File: src/rtl/msrv32_pkg.sv
// Shared definitions for the msrv32 fetch path: NOP encoding, XLEN/ILEN, fetch FSM states.
// Optional build macro IFETCH_FAULT_EN adds the FAULT state.
// Pure definitions, no logic.
package msrv32_pkg;

    localparam int XLEN = 32;
    localparam int ILEN = 32;

    // addi x0, x0, 0 -- presented downstream whenever no instruction is available
    localparam logic [ILEN-1:0] NOP = 32'h0000_0013;

    typedef enum logic [1:0] {
        RST_WAIT = 2'd0,
`ifdef IFETCH_FAULT_EN
        FAULT    = 2'd2,
`endif
        FETCH    = 2'd1
    } fetch_state_t;

endpackage

File: src/rtl/msrv32_ifetch_fifo.sv
// Fetch buffer: DEPTH-entry ring of {pc, data, filled[, fault]} with separate alloc / fill / pop pointers.
// Latency: entry contents visible the cycle after fill; the parent provides fill-through for the head.
// Backpressure: none internally; the parent gates alloc by o_alloc_cnt and pop by stall. Macro: IFETCH_FAULT_EN.
module msrv32_ifetch_fifo
    import msrv32_pkg::*;
#(
    parameter int               WIDTH     = 32,
    parameter logic [WIDTH-1:0] BOOT_ADDR = '0,
    parameter int               DEPTH     = 2,
    localparam int              AW        = $clog2(DEPTH)
) (
    input  logic             i_clk,
    input  logic             i_rst,
    input  logic             i_clear,
    input  logic             i_alloc,
    input  logic [WIDTH-1:0] i_alloc_pc,
    input  logic             i_fill,
    input  logic [WIDTH-1:0] i_fill_data,
`ifdef IFETCH_FAULT_EN
    input  logic             i_fill_fault,
    output logic             o_head_fault,
`endif
    input  logic             i_pop,
    output logic [AW:0]      o_alloc_cnt,
    output logic [AW:0]      o_unfilled_cnt,
    output logic             o_head_filled,
    output logic [WIDTH-1:0] o_head_pc,
    output logic [WIDTH-1:0] o_head_data
);

    localparam logic [AW:0] PTR_ONE = {{AW{1'b0}}, 1'b1};

    // Pointers carry one extra wrap bit so full and empty are distinguishable
    logic [AW:0]      r_head;
    logic [AW:0]      r_fill;
    logic [AW:0]      r_tail;
    logic [WIDTH-1:0] r_pc   [DEPTH];
    logic [WIDTH-1:0] r_data [DEPTH];
    logic [DEPTH-1:0] r_filled;
`ifdef IFETCH_FAULT_EN
    logic [DEPTH-1:0] r_fault;
`endif

    logic w_fill_ok;

    // A response can only land on an allocated entry that is still waiting for data
    assign w_fill_ok      = i_fill & (r_fill != r_tail);
    assign o_alloc_cnt    = r_tail - r_head;
    assign o_unfilled_cnt = r_tail - r_fill;
    assign o_head_filled  = (o_alloc_cnt != '0) & r_filled[r_head[AW-1:0]];
    assign o_head_pc      = r_pc[r_head[AW-1:0]];
    assign o_head_data    = r_data[r_head[AW-1:0]];
`ifdef IFETCH_FAULT_EN
    assign o_head_fault   = r_fault[r_head[AW-1:0]];
`endif

    // Ring update: clear wins; otherwise alloc at tail, fill at oldest unfilled, pop at head
    always_ff @(posedge i_clk or posedge i_rst) begin
        if (i_rst) begin
            r_head   <= '0;
            r_fill   <= '0;
            r_tail   <= '0;
            r_filled <= '0;
`ifdef IFETCH_FAULT_EN
            r_fault  <= '0;
`endif
            for (int i = 0; i < DEPTH; i++) begin
                r_pc[i]   <= BOOT_ADDR;
                r_data[i] <= WIDTH'(NOP);
            end
        end else if (i_clear) begin
            r_head   <= '0;
            r_fill   <= '0;
            r_tail   <= '0;
            r_filled <= '0;
        end else begin
            if (i_alloc) begin
                r_pc[r_tail[AW-1:0]]     <= i_alloc_pc;
                r_filled[r_tail[AW-1:0]] <= 1'b0;
`ifdef IFETCH_FAULT_EN
                r_fault[r_tail[AW-1:0]]  <= 1'b0;
`endif
                r_tail <= r_tail + PTR_ONE;
            end
            if (w_fill_ok) begin
                r_data[r_fill[AW-1:0]]   <= i_fill_data;
                r_filled[r_fill[AW-1:0]] <= 1'b1;
`ifdef IFETCH_FAULT_EN
                r_fault[r_fill[AW-1:0]]  <= i_fill_fault;
`endif
                r_fill <= r_fill + PTR_ONE;
            end
            if (i_pop) begin
                r_head <= r_head + PTR_ONE;
            end
        end
    end

endmodule

File: src/rtl/msrv32_ifetch_unit.sv
// Instruction fetch: owns fetch PC, issues req/gnt/rvalid word fetches, buffers words, feeds the instruction mux.
// Latency: gnt in N, rvalid in N+1 -> instr_valid_out in N+1 (head fill-through); up to DEPTH words in flight.
// Backpressure: stall_in holds the head; requests stop once DEPTH entries are allocated. Macro: IFETCH_FAULT_EN.
module msrv32_ifetch_unit
    import msrv32_pkg::*;
#(
    parameter int               WIDTH     = 32,
    parameter logic [WIDTH-1:0] BOOT_ADDR = '0,
    parameter int               DEPTH     = 2
) (
    input  logic             ms_riscv32_mp_clk_in,
    input  logic             ms_riscv32_mp_rst_in,
    output logic             imem_req_out,
    output logic [WIDTH-1:0] imem_addr_out,
    input  logic             imem_gnt_in,
    input  logic             imem_rvalid_in,
    input  logic [WIDTH-1:0] imem_rdata_in,
`ifdef IFETCH_FAULT_EN
    input  logic             imem_err_in,
    output logic             instr_fault_out,
`endif
    input  logic             redirect_in,
    input  logic [WIDTH-1:0] redirect_pc_in,
    input  logic             stall_in,
    output logic             instr_valid_out,
    output logic [WIDTH-1:0] instr_out,
    output logic [WIDTH-1:0] pc_out,
    output logic             flush_out
);

    localparam int          AW        = $clog2(DEPTH);
    // Discards can stack across back-to-back redirects, so leave headroom above DEPTH
    localparam int          DCW       = AW + 4;
    localparam logic [AW:0] DEPTH_CNT = DEPTH[AW:0];

    fetch_state_t     r_state;
    logic [WIDTH-1:0] r_fetch_pc;
    logic [DCW-1:0]   r_discard_cnt;

    logic [AW:0]      w_alloc_cnt;
    logic [AW:0]      w_unfilled_cnt;
    logic             w_head_filled;
    logic [WIDTH-1:0] w_head_pc;
    logic [WIDTH-1:0] w_head_data;
    logic             w_alloc;
    logic             w_fill;
    logic             w_bypass;
    logic             w_pop;
    logic [WIDTH-1:0] w_fill_data;
    logic [DCW-1:0]   w_inflight;
`ifdef IFETCH_FAULT_EN
    logic             w_fill_err;
    logic             w_head_fault;
`endif

    assign imem_req_out  = (r_state == FETCH) & (w_alloc_cnt < DEPTH_CNT) & ~redirect_in;
    assign imem_addr_out = r_fetch_pc;
    assign w_alloc       = imem_req_out & imem_gnt_in;

    // A response is kept only when nothing stale is ahead of it and no redirect is flushing this cycle
    assign w_fill   = imem_rvalid_in & (r_discard_cnt == '0) & ~redirect_in & (w_unfilled_cnt != '0);
    // Head still empty and this response is its data: present it straight from the bus
    assign w_bypass = w_fill & (w_unfilled_cnt == w_alloc_cnt);

`ifdef IFETCH_FAULT_EN
    assign w_fill_err      = w_fill & imem_err_in;
    assign w_fill_data     = imem_err_in ? WIDTH'(NOP) : imem_rdata_in;
    assign instr_fault_out = w_head_filled ? w_head_fault : (w_bypass & imem_err_in);
`else
    assign w_fill_data     = imem_rdata_in;
`endif

    assign instr_valid_out = w_head_filled | w_bypass;
    assign instr_out       = w_head_filled ? w_head_data : (w_bypass ? w_fill_data : WIDTH'(NOP));
    assign pc_out          = w_head_pc;
    assign flush_out       = ~instr_valid_out | redirect_in;
    assign w_pop           = instr_valid_out & ~stall_in & ~redirect_in;

    // Everything requested but not yet returned: already-stale responses plus live unfilled entries
    assign w_inflight = r_discard_cnt + DCW'(w_unfilled_cnt);

    // Fetch FSM: one idle cycle after reset, then fetch; redirect always lands in FETCH
    always_ff @(posedge ms_riscv32_mp_clk_in or posedge ms_riscv32_mp_rst_in) begin
        if (ms_riscv32_mp_rst_in) begin
            r_state <= RST_WAIT;
        end else if (redirect_in) begin
            r_state <= FETCH;
        end else begin
            case (r_state)
                RST_WAIT: r_state <= FETCH;
`ifdef IFETCH_FAULT_EN
                FETCH:    if (w_fill_err) r_state <= FAULT;
                FAULT:    r_state <= FAULT;
`else
                FETCH:    r_state <= FETCH;
`endif
                default:  r_state <= RST_WAIT;
            endcase
        end
    end

    // Fetch PC: word-aligned redirect target, else advance one word per accepted request
    always_ff @(posedge ms_riscv32_mp_clk_in or posedge ms_riscv32_mp_rst_in) begin
        if (ms_riscv32_mp_rst_in) begin
            r_fetch_pc <= BOOT_ADDR;
        end else if (redirect_in) begin
            r_fetch_pc <= redirect_pc_in & ~WIDTH'(3);
        end else if (w_alloc) begin
            r_fetch_pc <= r_fetch_pc + WIDTH'(4);
        end
    end

    // Discard counter: on redirect all in-flight responses become stale, less one returning right now
    always_ff @(posedge ms_riscv32_mp_clk_in or posedge ms_riscv32_mp_rst_in) begin
        if (ms_riscv32_mp_rst_in) begin
            r_discard_cnt <= '0;
        end else if (redirect_in) begin
            r_discard_cnt <= (imem_rvalid_in && w_inflight != '0) ? w_inflight - DCW'(1) : w_inflight;
        end else if (imem_rvalid_in && r_discard_cnt != '0) begin
            r_discard_cnt <= r_discard_cnt - DCW'(1);
        end
    end

    msrv32_ifetch_fifo #(
        .WIDTH     (WIDTH),
        .BOOT_ADDR (BOOT_ADDR),
        .DEPTH     (DEPTH)
    ) u_fifo (
        .i_clk          (ms_riscv32_mp_clk_in),
        .i_rst          (ms_riscv32_mp_rst_in),
        .i_clear        (redirect_in),
        .i_alloc        (w_alloc),
        .i_alloc_pc     (r_fetch_pc),
        .i_fill         (w_fill),
        .i_fill_data    (w_fill_data),
`ifdef IFETCH_FAULT_EN
        .i_fill_fault   (imem_err_in),
        .o_head_fault   (w_head_fault),
`endif
        .i_pop          (w_pop),
        .o_alloc_cnt    (w_alloc_cnt),
        .o_unfilled_cnt (w_unfilled_cnt),
        .o_head_filled  (w_head_filled),
        .o_head_pc      (w_head_pc),
        .o_head_data    (w_head_data)
    );

endmodule

File: config.mk
export PLATFORM = sky130hd
export DESIGN_NAME = msrv32_ifetch_unit
export DESIGN_NICKNAME = d
export VERILOG_FILES = /design/src/rtl/msrv32_pkg.sv /design/src/rtl/msrv32_ifetch_fifo.sv /design/src/rtl/msrv32_ifetch_unit.sv
export SDC_FILE = /design/constraint.sdc
export NUM_CORES = 1
export LEC_CHECK = 0
export ABC_AREA = 1
export ABC_CLOCK_PERIOD_IN_PS = 6000
export BUFFER_PORTS_ARGS = -buffer_cell sky130_fd_sc_hd__buf_2
export CAP_MARGIN = 30
export CELL_PAD_IN_SITES_DETAIL_PLACEMENT = 1
export CELL_PAD_IN_SITES_GLOBAL_PLACEMENT = 2
export CORE_AREA = 2 2 183 185
export DETAILED_ROUTE_END_ITERATION = 7
export DIE_AREA = 0 0 185 187
export PLACE_DENSITY_LB_ADDON = 0.1
export SLEW_MARGIN = 5
export SYNTH_ARGS = -nofsm -noshare
export SYNTH_HDL_FRONTEND = slang
export SYNTH_SLANG_ARGS = --single-unit
File: constraint.sdc
create_clock -name ms_riscv32_mp_clk_in -period 6 [get_ports ms_riscv32_mp_clk_in]
set_input_delay 1.2 -clock ms_riscv32_mp_clk_in [delete_from_list [all_inputs] [get_ports ms_riscv32_mp_clk_in]]
set_output_delay 1.2 -clock ms_riscv32_mp_clk_in [all_outputs]
set_load 0.005 [all_outputs]
# After elaboration in Yosys (flattened, before gate mapping)
# Cells that the tools add are included.
# word_totals
register_bits	175
wordCells	112
# classes
n_addsub	9
magnitude_cmp	11
bitwise_logic	22
mux	37
eq_ne	3
n_reduce_logical	19
# op_table
cell	count
$mux W32	12
$bwmux W64	2
$demux W32 S1	2
$add A32 B3 Y32 const B	1
$mux W2	11
$mux W5	3
$reduce_bool A2 Y1	6
$and A1 B1 Y1	11
$reduce_bool A5 Y1	2
$sub A5 B1 Y5 const B	2
$add A2 B1 Y2 const B	3
$ge A2 B2 Y1 const B	3
$logic_and A1 B1 Y1	6
$lt A1 B2 Y1 const B	3
$not A1 Y2	3
$add A5 B2 Y5	1
$logic_not A5 Y1	1
$mux W1	5
$lt A2 B1 Y1 const B	2
$reduce_and A2 Y1	2
$sub A2 B2 Y2	2
$not A1 Y1	3
$and A2 B2 Y2	1
$demux W1 S1	2
other kinds (10)	12

# Depth between registers and ports, before layout
# Gate-level depths: netlist of the first run.
# logic_depth
word_depth	11
depth_mapped	18

# Modules after synthesis
# A second synthesis of the first run with hierarchy kept.
# unflattened
hier_cells	1212
area_unflattened_um2	9618.0
# modules_own_cells
module	cells_each	area_each_um2	instances	seq_area_each_um2
msrv32_ifetch_fifo	644	6133.4	1	3410.8
msrv32_ifetch_unit	568	3484.6	1	900.9

# Least setup slack after synthesis of the first run
# No wires, ideal clock.
# synth_path
kind	input to output
start	input redirect_in
end	output instr_out[21]
arrival_time_ns	2.309
path_stages	10
slack_ns	2.491
cell_sequence	buf_2 inv_2 nand4_1 nor2_1 nand2_1 nor2_1 nand2_1 buf_2 buf_2 a21oi_1
# synth_via
elab_chain_cells	6
# synth_lines
item	line	text
from (decl)	msrv32_ifetch_unit.sv:22	input logic redirect_in,
$not A1 Y1 (no line)	n/a	
$and A1 B1 Y1 (2 in a row)	msrv32_ifetch_unit.sv:61	assign w_fill = imem_rvalid_in & (r_discard_cnt == '0) & ~redirect_in & (w_unfilled_cnt != '0);
$and A1 B1 Y1	msrv32_ifetch_unit.sv:63	assign w_bypass = w_fill & (w_unfilled_cnt == w_alloc_cnt);
$mux W32 (2 in a row)	msrv32_ifetch_unit.sv:74	assign instr_out = w_head_filled ? w_head_data : (w_bypass ? w_fill_data : WIDTH'(NOP));
to (decl)	msrv32_ifetch_unit.sv:26	output logic [WIDTH-1:0] instr_out,
# Every way passes these cells.

# Worst setup path in the final report of the first run
# layout_path
start	register u_fifo.r_head[0]
end	output instr_out[26]
# layout_via
elab_chain_cells	5
word_cells_on_any_way	13
cone_classes	1 x add/sub; 1 x eq/ne; 7 x mux; 3 x bitwise; 1 x reduce/logical
# layout_lines
item	line	text
from (decl)	msrv32_ifetch_fifo.sv:34	logic [AW:0] r_head;
from (signal assigned)	msrv32_ifetch_fifo.sv:94	r_head <= r_head + PTR_ONE;
$sub A2 B2 Y2 or $not A1 Y2 (tied branches)	msrv32_ifetch_fifo.sv:48, msrv32_ifetch_fifo.sv:52	
$eq A2 B2 Y1 or $mux W32 (tied branches)	msrv32_ifetch_unit.sv:63, msrv32_ifetch_fifo.sv:52	
$and A1 B1 Y1 or $mux W32 (tied branches)	msrv32_ifetch_unit.sv:63, msrv32_ifetch_fifo.sv:52	
$mux W32, on equally long branches	msrv32_ifetch_unit.sv:74, msrv32_ifetch_fifo.sv:52	
$mux W32 (*)	msrv32_ifetch_unit.sv:74	
# Mark *: on every way between the ends. The rest lies on a longest branch, timed or not. The select of a mux whose other input is x is not followed.

==> results of run 1 <==
stage by stage:
stage	setup WS, ns	area, sq um	std cells
after CTS	1.244	10980	1829
after floorplan	0.2632	9374	1246
after global routing	1.026	10980	1829
after global placement	1.766	10410	1797
final	1.375	10980	1829
after detailed placement	1.728	10410	1797
worst register-to-register path: cells and delay by family (launching register included):
kind                       cells  cell delay, ns
DFF                            1            0.39
buffers and inverters          3            0.32
adders and majority gates      3            1.05
AOI/OAI and AO/OA              2            0.52
and+or+nand+nor                6            0.55
state kept, by name, indices dropped and copies added, names as in the netlist:
| name | flops |
|---|---|
| u_fifo.r_head | 2 |
| u_fifo.r_tail | 2 |
| u_fifo.r_fill | 2 |
| r_discard_cnt | 5 |
| u_fifo.r_filled | 2 |
| r_state | 1 |
| imem_addr_out | 30 |
| u_fifo.r_pc | 60 |
| u_fifo.r_data | 64 |
Yosys cell counts:
master / instances
nand2_1: 497
dfrtp_1: 162
inv_1: 112
o21ai_0: 105
o21ai_2: 58
nand3_1: 56
nor2_1: 49
a21oi_1: 24
clkbuf_1: 23
xor2_1: 23
o211ai_1: 21
buf_6: 17
nor3_1: 17
buf_2: 15
ha_1: 9
nand4_1: 9
buf_4: 8
o21ai_1: 7
dfstp_2: 6
buf_1: 5
nand2_4: 4
inv_2: 3
conb_1: 2
nand2_2: 2
and3_1: 1
clkinv_4: 1
fa_1: 1
nand3_2: 1
nor3_2: 1
nor3_4: 1
nor3b_1: 1
nor4_1: 1
or2_2: 1
power groups by stage:
stage          Combinational (mW)  Sequential (mW)  Clock [mW]
6_report                    0.707             1.42        1.11
5_1_grt                     0.819             1.45        1.20
4_1_cts                     0.726             1.42        1.16
3_5_place_dp                0.723             1.44           0
3_3_place_gp                0.711             1.44           0
2_1_floorplan               0.507             1.39           0
logic make-up after synthesis:
| group | synth area share, % |
|---|---|
| other cells | 0.08021 |
| simple gates | 27.68 |
| flops | 44.98 |
| xor+xnor | 2.152 |
| fa+ha+maj | 1.417 |
| buf+inv | 9.314 |
| compound gates | 14.38 |
area by class of cell:
type	instances	share of cell area (%)
multi-input combinational	894	39.13
sequential	168	38.37
timing repair buffer	171	8.115
tap	448	5.106
clock buffer	22	4.137
inverter	116	4.057
clock inverter	10	1.083
metal layers:
metal  track usage (%)  routed length (microns)  vias to the layer above  share of wire (%)
met5                 0                        0                        -                  0
met4             5.769                      557                        0                1.9
met3             2.862                     1046                       27                3.5
met2             29.42                    13930                      145                 47
met1             23.61                    14040                     3880                 47
li1                  -                        -                     4179                  -
worst paths after layout:
| path | from | to | slack [ns] | cells after the start |
|---|---|---|---|---|
| setup / recovery | u_fifo.r_head[0]$_DFFE_PP0P_ | instr_out[26] | 1.38 | 11 |
| hold / removal | u_fifo.r_pc[42]$_DFFE_PP0P_ | u_fifo.r_pc[42]$_DFFE_PP0P_ | 0.48 | 2 |
| setup reg to reg | u_fifo.r_tail[0]$_DFFE_PP0N_ | r_discard_cnt[3]$_DFFE_PP0P_ | 3.11 | 14 |
| hold reg to reg | u_fifo.r_pc[42]$_DFFE_PP0P_ | u_fifo.r_pc[42]$_DFFE_PP0P_ | 0.48 | 2 |
| max in group asynchronous | ms_riscv32_mp_rst_in | u_fifo.r_head[0]$_DFFE_PP0P_ | 4.13 | 3 |
| min in group asynchronous | ms_riscv32_mp_rst_in | u_fifo.r_data[55]$_DFFE_PP0P_ | 0.75 | 2 |
==> impl_metrics.csv, run 1 <==
group,metric,value,unit
logic_synthesis,synth.distinct_cells,33,
final_layout,register_area,0.004213,sq mm
logic_synthesis,syn_area_per_cell,7.532,sq um
timing,fmax,216.2,MHz
setup_path,crit_path_frequent_cell,"nand3_1",
setup_path,slowest_delay,0.72,ns
logic_synthesis,synthCells,1243,
final_layout,n_antenna_cell,0,
global_routing,grt_usage,17.77,%
power,p_seq_share,43.8,%
power,pwr-share-comb,21.8,%
floorplan,die_area,0.03460,sq mm
drt,vias,8231,
run_status,status,"finished clean",
final_layout,final_common_cell,"nand2_1",
clock_network,clk_pin_slew,0.06,ns
placement,io_buffers,162,
global_routing,grt_first_pass_wirelength,48100,microns
timing,slew_headroom,40.04,%
final_layout,nNetsFinal,1448,
clock_network,postCtsHoldBufs,0,
timing,rsz0062_at_grt,"false",
setup_path,arrival,3.42,ns
drt,routed_via_density,4.500,
clock_network,clock-sinks,168,
placement,gp_congestion,0.7661,
logic_synthesis,ys_ff_latch,168,
power,power.net_switching,1.048,mW
setup_path,required,4.80,ns
setup_path,critical_path_class,"flip-flop to output port",
final_layout,layout_common_cells,"497 x nand2_1, 162 x buf_2, 161 x dfrtp_1",
logic_synthesis,ys_seq_area_share,44.98,%
clock_network,cts-root-buf,"clkbuf_16",
clock_network,clock_latency,0.43,ns
global_routing,grt_overflow,0,
final_layout,final_util,33.41,%
global_routing,antenna_found_initial,0,
logic_synthesis,ys_warn_count,0,
setup_path,cp_top_family,"buffers and inverters",
timing,slew_violations,0,
setup_path,startpoint_type,"flip-flop",
timing,final_hold_viol_count,0,
logic_synthesis,yosys-top-cells-area,"dfrtp_1 43%, nand2_1 20%, o21ai_0 5.6%",
floorplan,coreArea,0.03286,sq mm
power,swShare,32.34,%
timing,period_share,77.08,%
logic_synthesis,synth.top_cell.area_share,43.30,%
global_routing,grt_max_degree,133,
power,p_total,3.241,mW
timing,finalSetupViolations,0,
power,intPower,2.193,mW
final_layout,multiInputGateArea,0.004295,sq mm
worst_hold_path,holdCritPathClass,"flip-flop to flip-flop",
setup_path,critPathCaptureType,"output port",
final_layout,drive_gt1_share,20.28,%
setup_path,crit_chain,"ha_1, nand3_1, nand3_1, nand2_1, buf_4, inv_1, buf_4, nand3_1, o21ai_0, a21oi_1, buf_2",
drt,route.detailed.drc,0,
setup_path,crit_buf_inv,4,
floorplan,die_h,187,microns
clock_network,cts_made_buffers,17,
final_layout,area_growth,17.25,%
timing,hold_ws,0.4824,ns
power,peakVddDrop,0.1948,mV
drt,antenna_left,0,
timing,worstMarginPinSlew,0.8994,ns
timing,final.setup.tns,0,ns
global_routing,grt_pass1_vias,8649,
drt,totalWireLength,29580,microns
logic_synthesis,syn_area,0.009363,sq mm
job,maxCapViolCount,0,
clock_network,cts_setup_buffers,0,
power,power_density,295.2,mW/mm^2
power,leakagePower,5.576,nW
clock_network,clock_path_buffers,2,
floorplan,std_cell_rows,67,
power,p_clk_share,34.4,%
timing,finalCriticalPeriod,4.625,ns
setup_path,cp_max_fo,31,
setup_path,slowest_stage,"dfrtp_2",
clock_network,cts_tree,"built",
placement,dp_hpwl,20250,microns
clock_network,cts_htree_levels,4,
floorplan,die_width,185,microns
clock_network,post_cts_resize_count,0,
drt,drt_iter0_drc,356,
logic_synthesis,yosysTopAreaCell,"dfrtp_1",
timing,skew,0.01379,ns
drt,wl_per_cell,16.17,microns
drt,dr.pass1.iters,5,
floorplan,initial_core_util,28.49,%
final_layout,fillCellCount,4117,
floorplan,io_pins,169,
Note: power is estimated with default switching activity, not from simulation.
==> run 2: changes to the inputs <==
--- a/config.mk
+++ b/config.mk
@@ -6,7 +6,7 @@
 export NUM_CORES = 1
 export LEC_CHECK = 0
 export ABC_AREA = 1
-export ABC_CLOCK_PERIOD_IN_PS = 6000
+export ABC_CLOCK_PERIOD_IN_PS = 3900
 export BUFFER_PORTS_ARGS = -buffer_cell sky130_fd_sc_hd__buf_2
 export CAP_MARGIN = 30
 export CELL_PAD_IN_SITES_DETAIL_PLACEMENT = 1
==> constraint.sdc (replaced) <==
create_clock -name ms_riscv32_mp_clk_in -period 3.9 [get_ports ms_riscv32_mp_clk_in]
set_input_delay 0.78 -clock ms_riscv32_mp_clk_in [delete_from_list [all_inputs] [get_ports ms_riscv32_mp_clk_in]]
set_output_delay 0.78 -clock ms_riscv32_mp_clk_in [all_outputs]
set_load 0.005 [all_outputs]
==> run 2 against run 1 <==
Net effect:
- largest cell class unchanged
- total power grew 54%
- highest routed layer unchanged
- routed wire length up 0.42%
- global-route usage hardly changed
- non-clock buffer count increased by 7
- sequential power grew 54%
- hold slack gained 0.0014 ns
- final cell count up 0.38%
- largest power group unchanged
==> impl_metrics.csv, run 2 (synthesized netlist as in run 1, its figures left out) <==
group,metric,value,unit
final_layout,largest_register_ff_count,64,
final_layout,register_area,0.004213,sq mm
global_routing,grt_usage,17.80,%
floorplan,coreArea,0.03286,sq mm
setup_path,crit_chain,"inv_1, ha_1, nand3_1, nand2_2, nand2_1, inv_1, nor2_1, nand2_1, nand2_1, o211ai_1, buf_2",
clock_network,cts_setup_buffers,0,
power,p_clk_share,34.1,%
timing,slew_violations,0,
worst_hold_path,min_path_cells,2,
drt,routed_via_density,4.523,
clock_network,cts_made_buffers,17,
drt,totalWireLength,29700,microns
drt,vias,8304,
placement,dp_hpwl,20790,microns
setup_path,crit_path_frequent_cell,"nand2_1",
global_routing,grt_first_pass_wirelength,48240,microns
worst_hold_path,holdCritPathClass,"flip-flop to flip-flop",
final_layout,final_area,0.01109,sq mm
timing,final.setup.tns,0,ns
timing,rsz0062_at_grt,"false",
global_routing,antenna_found_initial,0,
setup_path,required,3.12,ns
setup_path,arrival,2.64,ns
final_layout,final_util,33.74,%
floorplan,die_area,0.03460,sq mm
final_layout,multiInputGateArea,0.004295,sq mm
drt,wl_per_cell,16.18,microns
power,leakagePower,5.625,nW
power,power.net_switching,1.623,mW
power,swShare,32.59,%
placement,gp_congestion,0.7725,
clock_network,clock-sinks,168,
setup_path,cp_max_fo,10,
setup_path,r2r_cells,15,
global_routing,grt_pass1_vias,8638,
clock_network,cts_htree_levels,4,
setup_path,critical_path_class,"flip-flop to output port",
timing,finalCriticalPeriod,3.417,ns
clock_network,clock_path_buffers,2,
final_layout,nNetsFinal,1455,
timing,finalSetupViolations,0,
placement,dpl-instance-area,0.01052,sq mm
power,intPower,3.356,mW
clock_network,post_cts_resize_count,0,
floorplan,io_pins,169,
final_layout,layout_common_cells,"497 x nand2_1, 162 x buf_2, 161 x dfrtp_1",
final_layout,area_growth,18.43,%
floorplan,std_cell_rows,67,
timing,slew_headroom,42.77,%
setup_path,cp-startpoint,"u_fifo.r_tail[0]$_DFFE_PP0N_",
clock_network,cts-root-buf,"clkbuf_16",
power,peakVddDrop,0.2588,mV
power,pwr-share-comb,22.1,%
setup_path,r2r_end,"r_discard_cnt[3]$_DFFE_PP0P_",
setup_path,slowest_stage,"dfrtp_1",
placement,io_buffers,162,
clock_network,clock_latency,0.44,ns
final_layout,largest_register,"u_fifo.r_data",
timing,fmax,292.7,MHz
drt,antenna_left,0,
final_layout,n_antenna_cell,0,
timing,period_share,87.60,%
global_routing,grt_overflow,0,
timing,skew,0.01694,ns
drt,drt_iter0_drc,322,
clock_network,cts_tree,"built",
clock_network,clk_pin_slew,0.07,ns
setup_path,r2r_slack,1.04,ns
clock_network,postCtsHoldBufs,0,
floorplan,die_h,187,microns
drt,dr.pass1.iters,4,
job,maxCapViolCount,0,
timing,worstMarginPinSlew,0.8585,ns
setup_path,slowest_delay,0.41,ns
setup_path,r2r_start,"u_fifo.r_tail[0]$_DFFE_PP0N_",
power,power_density,449.0,mW/mm^2
floorplan,die_width,185,microns
worst_hold_path,hold_path_end,"u_fifo.r_pc[19]$_DFFE_PP0P_",
final_layout,drive_gt1_share,20.68,%
setup_path,startpoint_type,"flip-flop",
setup_path,critPathCaptureType,"output port",
global_routing,grt_max_degree,68,
final_layout,fillCellCount,4132,
timing,final_hold_viol_count,0,
floorplan,initial_core_util,28.49,%
final_layout,final_common_cell,"nand2_1",
drt,route.detailed.drc,0,
run_status,status,"finished clean",
power,p_seq_share,43.8,%
worst_hold_path,holdCritStartpoint,"u_fifo.r_pc[19]$_DFFE_PP0P_",
[run 2: changes by cell type in the layout (fill, tap and decap cells not counted)]
cell / before / now
buf_12: 1 / 6
clkinvlp_4: 2 / 4
clkbuf_8: 1 / 3
buf_4: 8 / 10
inv_6: 2 / 3
bufinv_16: 2 / 1
inv_8: 1 / 0
clkinv_2: 3 / 0
[run 2: power by group through the flow]
| stage | clock network (mW) | logic, mW | registers [mW] |
|---|---|---|---|
| global route | 1.81 | 1.28 | 2.22 |
| detailed placement | 0 | 1.13 | 2.21 |
| global placement | 0 | 1.11 | 2.21 |
| finish | 1.70 | 1.10 | 2.18 |
| floorplan | 0 | 0.780 | 2.14 |
| CTS | 1.75 | 1.13 | 2.18 |
[run 2: stage by stage]
| step | power [mW] | hold slack, ns | instances | setup WS [ns] |
|---|---|---|---|---|
| after floorplan | 2.924 | 0.4529 | 1246 | 0.9842 |
| after global placement | 3.313 | 0.4636 | 1804 | 0.7542 |
| after detailed placement | 3.339 | 0.4687 | 1804 | 0.7559 |
| after CTS | 5.066 | 0.4860 | 1836 | 0.3811 |
| after global routing | 5.309 | 0.4989 | 1836 | 0.1954 |
| final | 4.978 | 0.4838 | 1836 | 0.4835 |
[run 2: how the worst max path moves through the flow]
stage	endpoint	cells after the start
floorplan	imem_addr_out[10]$_DFFE_PP0N_	1
global placement	instr_out[4]	10
detailed placement	instr_out[4]	10
CTS	instr_out[4]	11
global route	instr_out[4]	12
finish	instr_out[4]	11
[run 2: worst max-delay path, delay by kind of cell, from the launching register on]
family	cells	cell delay, ns
simple gates	6	0.96
flops	1	0.41
fa+ha+maj	1	0.21
buf+inv	3	0.41
compound gates	1	0.22
[run 2: final cells by class]
| class | count | share of cell area [%] |
|---|---|---|
| tap | 448 | 5.055 |
| clock buffer | 24 | 4.344 |
| inverter | 116 | 4.006 |
| clock inverter | 8 | 0.7899 |
| sequential | 168 | 37.99 |
| timing repair buffer | 178 | 9.072 |
| multi-input combinational | 894 | 38.74 |
[run 2: routing by layer]
| layer | vias up | track usage [%] | share of wire [%] |
|---|---|---|---|
| met2 | 120 | 30.11 | 48 |
| met4 | 0 | 3.755 | 1.0 |
| met5 | - | 0 | 0 |
| li1 | 4190 | - | - |
| met1 | 3980 | 23.91 | 48 |
| met3 | 14 | 2.901 | 3.3 |
